--- config.mk ---
export PLATFORM = sky130hd
export DESIGN_NAME = fpu_comp_arbiter
export DESIGN_NICKNAME = d
export VERILOG_FILES = /design/src/rtl/fpu_comp_arbiter.sv
export SDC_FILE = /design/constraint.sdc
export NUM_CORES = 1
export LEC_CHECK = 0
export CAP_MARGIN = 25
export CORE_ASPECT_RATIO = 1.2
export CORE_MARGIN = 4
export CORE_UTILIZATION = 42
export CTS_CLUSTER_SIZE = 30
export DETAILED_ROUTE_END_ITERATION = 6
export PLACE_DENSITY = 0.88
export SYNTH_ARGS = -nofsm -noshare
export SYNTH_HDL_FRONTEND = slang
export SYNTH_SLANG_ARGS = --single-unit
--- constraint.sdc ---
create_clock -name aclk -period 5.86 [get_ports aclk]
set_clock_uncertainty 0.05 [all_clocks]
set_input_delay 0.879 -clock aclk [delete_from_list [all_inputs] [get_ports aclk]]
set_output_delay 0.879 -clock aclk [all_outputs]
set_load 0.03 [all_outputs]
--- src/rtl/fpu_comp_arbiter.sv ---
// rtl/fpu_comp_arbiter.sv - round-robin arbiter sharing one fp16 comparator
// One operation in flight: grant, single operand beat, wait for result or timeout, respond.
module fpu_comp_arbiter #(
  parameter int NUM_REQ = 4,
  parameter int CMP_LAT = 1,
  parameter int TIMEOUT = 8
) (
  input  logic                   aclk,
  input  logic                   areset,
  input  logic [NUM_REQ-1:0]     req_valid,
  output logic [NUM_REQ-1:0]     req_ready,
  input  logic [16*NUM_REQ-1:0]  req_a,
  input  logic [16*NUM_REQ-1:0]  req_b,
  output logic [NUM_REQ-1:0]     rsp_valid,
  input  logic [NUM_REQ-1:0]     rsp_ready,
  output logic                   rsp_lt,
  output logic                   rsp_err,
  output logic [15:0]            cmp_a_tdata,
  output logic [15:0]            cmp_b_tdata,
  output logic                   cmp_a_tvalid,
  output logic                   cmp_b_tvalid,
  input  logic [7:0]             cmp_result_tdata,
  input  logic                   cmp_result_tvalid,
  output logic                   busy
);
  localparam int PTR_W = $clog2(NUM_REQ);
  localparam int CNT_W = $clog2(CMP_LAT + TIMEOUT + 1);

  typedef enum logic [1:0] {S_IDLE, S_ISSUE, S_WAIT, S_RESP} state_t;

  state_t               state_q;
  logic [PTR_W-1:0]     rr_ptr_q;
  logic [PTR_W-1:0]     grant_q;
  logic [PTR_W-1:0]     grant_d;
  logic                 grant_found;
  logic [PTR_W:0]       scan_idx;
  logic [PTR_W:0]       rr_sum;
  logic [PTR_W-1:0]     rr_next;
  logic [NUM_REQ-1:0]   grant_onehot;
  logic [CNT_W-1:0]     cnt_q;
  logic [CNT_W:0]       cnt_inc;
  logic                 slot_ok;
  logic                 cnt_last;
  logic [15:0]          a_sel;
  logic [15:0]          b_sel;
  logic [15:0]          cmp_a_q;
  logic [15:0]          cmp_b_q;
  logic                 cmp_valid_q;
  logic [NUM_REQ-1:0]   rsp_valid_q;
  logic                 rsp_lt_q;
  logic                 rsp_err_q;
  logic                 unused_result_bits;

  // Scan from rr_ptr upward with wrap; first requesting line wins.
  always_comb begin
    grant_found = 1'b0;
    grant_d     = '0;
    scan_idx    = '0;
    for (int k = 0; k < NUM_REQ; k++) begin
      scan_idx = {1'b0, rr_ptr_q} + (PTR_W+1)'(k);
      if (scan_idx >= (PTR_W+1)'(NUM_REQ)) begin
        scan_idx = scan_idx - (PTR_W+1)'(NUM_REQ);
      end
      if (!grant_found && req_valid[scan_idx[PTR_W-1:0]]) begin
        grant_found = 1'b1;
        grant_d     = scan_idx[PTR_W-1:0];
      end
    end
  end

  always_comb begin
    a_sel = '0;
    b_sel = '0;
    for (int k = 0; k < NUM_REQ; k++) begin
      if (grant_d == PTR_W'(k)) begin
        a_sel = req_a[16*k +: 16];
        b_sel = req_b[16*k +: 16];
      end
    end
  end

  always_comb begin
    req_ready = '0;
    if (state_q == S_IDLE && grant_found && !areset) begin
      req_ready[grant_d] = 1'b1;
    end
  end

  always_comb begin
    grant_onehot          = '0;
    grant_onehot[grant_q] = 1'b1;
  end

  assign rr_sum   = {1'b0, grant_q} + (PTR_W+1)'(1);
  assign rr_next  = (rr_sum == (PTR_W+1)'(NUM_REQ)) ? '0 : rr_sum[PTR_W-1:0];
  assign cnt_inc  = {1'b0, cnt_q} + (CNT_W+1)'(1);
  // Results arriving before the expected slot are not ours to take.
  assign slot_ok  = cnt_inc >= (CNT_W+1)'(CMP_LAT);
  assign cnt_last = cnt_q == CNT_W'(CMP_LAT - 1 + TIMEOUT);

  always_ff @(posedge aclk or posedge areset) begin
    if (areset) begin
      state_q     <= S_IDLE;
      rr_ptr_q    <= '0;
      grant_q     <= '0;
      cnt_q       <= '0;
      cmp_a_q     <= '0;
      cmp_b_q     <= '0;
      cmp_valid_q <= 1'b0;
      rsp_valid_q <= '0;
      rsp_lt_q    <= 1'b0;
      rsp_err_q   <= 1'b0;
    end else begin
      case (state_q)
        S_IDLE: begin
          if (grant_found) begin
            grant_q     <= grant_d;
            cmp_a_q     <= a_sel;
            cmp_b_q     <= b_sel;
            cmp_valid_q <= 1'b1;
            state_q     <= S_ISSUE;
          end
        end
        S_ISSUE: begin
          cmp_valid_q <= 1'b0;
          cnt_q       <= '0;
          state_q     <= S_WAIT;
        end
        S_WAIT: begin
          if (slot_ok && cmp_result_tvalid) begin
            rsp_lt_q    <= cmp_result_tdata[0];
            rsp_err_q   <= 1'b0;
            rsp_valid_q <= grant_onehot;
            state_q     <= S_RESP;
          end else if (cnt_last) begin
            rsp_lt_q    <= 1'b0;
            rsp_err_q   <= 1'b1;
            rsp_valid_q <= grant_onehot;
            state_q     <= S_RESP;
          end else begin
            cnt_q <= cnt_inc[CNT_W-1:0];
          end
        end
        S_RESP: begin
          if (rsp_ready[grant_q]) begin
            rsp_valid_q <= '0;
            rr_ptr_q    <= rr_next;
            state_q     <= S_IDLE;
          end
        end
        default: state_q <= S_IDLE;
      endcase
    end
  end

  assign unused_result_bits = ^cmp_result_tdata[7:1];

  assign cmp_a_tdata  = cmp_a_q;
  assign cmp_b_tdata  = cmp_b_q;
  assign cmp_a_tvalid = cmp_valid_q;
  assign cmp_b_tvalid = cmp_valid_q;
  assign rsp_valid    = rsp_valid_q;
  assign rsp_lt       = rsp_lt_q;
  assign rsp_err      = rsp_err_q;
  assign busy         = (state_q != S_IDLE);

endmodule

==> summary.txt <==
Outcome
  – Outcome: completed

Floorplanning
  – Initial cell density of the core: 43.1%
  – # IOs: 192
  – DIE AREA: 9400 µm²
  – Die Wd: around 90 µm
  – Die height: about 110 µm
  – Std-Cell Rows: 35
  – Core area: 7710 µm²

Place
  – Inst Count DP: 590
  – PortBufs: 184
  – DP HPWL: 8550 µm
  – GPL Wtd Cong: 0.827

Drt
  – Total wire length: 11,000 µm
  – Initial DRT Pass Iterations: 4
  – Number of nets with antenna violations after routing: 0
  – DR vias/cell: 5.61
  – Via count: 3,356
  – DR WL/cell: 18.4 µm
  – Initial drt markers: between 80 and 90
  – Remaining routing DRC violations: 0

Logic synthesis
  – Async S/R FF share, synth: 100%
  – Synth Instances: around 330
  – Top cell type's share of synthesized area: 36.9%
  – Mux cell area share after synthesis: 13.2%
  – Yosys top cell by area: dfrtp_1
  – Largest family of logic cells by synthesized area: compound AO/OA/AOI/OAI gates
  – Mapped cell area: 3320 µm²
  – Synth Register Bits: slightly below 50
  – Synth top cells by count: a211oi_1 (55), dfrtp_1 (49), mux2i_1 (37)
  – Synth Area per Inst: just under 10 µm²
  – Post-Synth Adder-Cell Area: 4.90%
  – Synth Area in Compound Gates: 23.2%
  – Mapped Nets: 494
  – Post-synth EDFFs: 0
  – Cell with the most instances after synthesis: a211oi_1
  – Largest cells by area after synthesis: dfrtp_1 (37%), a211oi_1 (12%), mux2i_1 (11%), and3_1 (6.0%), ha_1 (4.9%)
  – Post-Synth XOR/XNOR Area: 0.264%
  – Yosys warnings: 0
  – Sequential area share after synthesis: 36.9%
  – Simple-Gate Fraction of Synth Area: 15.0%
  – Top_reg_cell synth: dfrtp_1
  – Cell variety after synth: 47

Clocking
  – Resize count post-CTS: 0
  – Post CTS Setup Buffer Count: 0
  – Num CTS Buffers: 5
  – Worst skew pair latency: 0.29 ns
  – CTS Buffer Depth: 2
  – Number of H-tree levels: 2
  – Number of hold buffers added after CTS: 0
  – Clock slew at reported path FFs: 0.09 ns
  – TritonCTS clock tree: done
  – CTS sink cnt: 49
  – CTS root buf: clkbuf_8

Power
  – Fraction of power consumed by sequential logic: 26.4%
  – Net switching power: 1.09 mW
  – Static Leakage: ~2.2 nW
  – Clock power frac: 9.3%
  – Sw Share: 46.7%
  – Logic pwr share: between 60% and 70%
  – Overall power: around 2.3 mW
  – Worst vdd ir: 0.309 mV
  – PwrDens: 442 nW/µm²
  – Internal power: roughly 1.2 mW

Worst setup path
  – CP required: 4.93 ns
  – CP endpoint kind: output pin
  – Startpoint Class: input port
  – Worst setup path class: in2out
  – Crit-path max FO: 34
  – Worst Path Arrival: 3.52 ns

Finish
  – Final #Nets: 665
  – Ant diodes: 0
  – Layout cell share with drive strength beyond 1: around 7.3%
  – Layout Cells excl Fill: 598
  – Area Overhead vs Synth: 58.7%

Timing
  – Actual slew at the worst max-slew pin: around 0.95 ns
  – Setup TNS: 0 ns
  – Unrepaired setup endpoints after global routing: no
  – Fin crit period: roughly 4.5 ns
  – Final hold vios: 0
  – Final max-slew violation count: 0
  – Max frequency: ~220 MHz
  – Endpoints failing setup: 0
  – Period utilization: 76.0%
  – Slew headroom: 36.4%

Job
  – Max Cap Viol: 0

GRT
  – Remaining Overflow, GRT: 0
  – Largest net degree at the start of global routing: 35
  – Initial antenna violation count: 0
  – First-pass GRT wire length: 17,000 µm
  – Number of global-route vias before repair: 3,649
  – Gr usage total: 23.0%

Worst hold path
  – HP Class: reg2reg
[cell families after synthesis]
| logic type | Yosys count |
|---|---|
| AOI/OAI and AO/OA | 95 |
| and+or+nand+nor | 95 |
| DFF | 49 |
| muxes | 42 |
| buffers and inverters | 39 |
| adders and majority gates | 13 |
| xor gates and xnor gates | 1 |
[metrics by stage]
stage               hold WS (ns)  cell area (µm²)  setup WS (ns)  utilization (%)
global placement           0.431             5150           1.40             66.8
detailed placement         0.452             5170           1.40             67.1
floorplan                  0.428             3320           2.37                -
finish                     0.466             5270           1.41             68.4
CTS                        0.474             5270           1.40             68.4
global route               0.484             5270           1.24             68.4
[metal layers]
layer | routed length [µm] | up-vias | GRT usage [%]
li1 | - | 1580 | -
met4 | 459 | 0 | 11.6
met3 | 777 | 37 | 5.63
met2 | 5710 | 154 | 39.0
met5 | 0 | - | 0
met1 | 4060 | 1585 | 26.0
[critical path, stage by stage]
cell and delay (ns):
clkdlybuf4s50_1 0.50, mux2_2 0.31, nand2_2 0.42, and2_4 0.66
nor4_1 0.12, clkdlybuf4s50_1 0.62
[sequential cells by signal, summed over array words and instances, names as in the netlist]
name          flops
cmp_a_tdata      16
cmp_a_tvalid      1
cmp_b_tdata      16
cnt_q             4
grant_q           2
rr_ptr_q          2
rsp_err           1
rsp_lt            1
rsp_valid         4
state_q           2
[power by group through the flow]
stage          clock network, mW  logic, mW  registers, mW
2_1_floorplan                  0      0.746          0.845
3_3_place_gp                   0       1.47          0.612
3_5_place_dp                   0       1.51          0.622
4_1_cts                    0.223       1.51          0.618
5_1_grt                    0.239       1.61          0.635
6_report                   0.217       1.50          0.617
[area by class of cell]
class,instances,area [µm²]
fillers,615,2430
multi-input cells,246,1890
well taps,92,115
clock inverters,1,5.00
flip-flops and latches,49,1230
repair buffers,189,1890
inverters,14,52.6
clock buffers,7,96.3
[placed cells by master (no fill, tap or decap), drive strengths merged, types with 3 or more instances in the layout]
master	netlist	layout
clkdlybuf4s50	0	184
a211oi	65	65
dfrtp	49	49
mux2i	37	37
nor2	36	36
and3	32	32
ha	13	13
inv	13	13
o21ai	12	12
nand2	9	9
clkbuf	14	7
o31ai	5	5
buf	11	5
mux2	4	4
nor2b	3	3
a21oi	3	3
nor4	3	3
[final timing paths]
check / start / endpoint / slack, ns / cells past startpoint
setup / recovery: req_valid[0] / req_ready[2] / 1.41 / 6
hold / removal: rsp_lt / rsp_lt / 0.47 / 1
setup reg to reg: rr_ptr_q[1] / cmp_a_tdata[8] / 3.30 / 5
hold reg to reg: rsp_lt / rsp_lt / 0.47 / 1
max in group asynchronous: areset / cmp_a_tdata[5] / 4.23 / 3
min in group asynchronous: areset / cmp_b_tdata[14] / 1.01 / 2
Power figures use the tool's default switching activity.
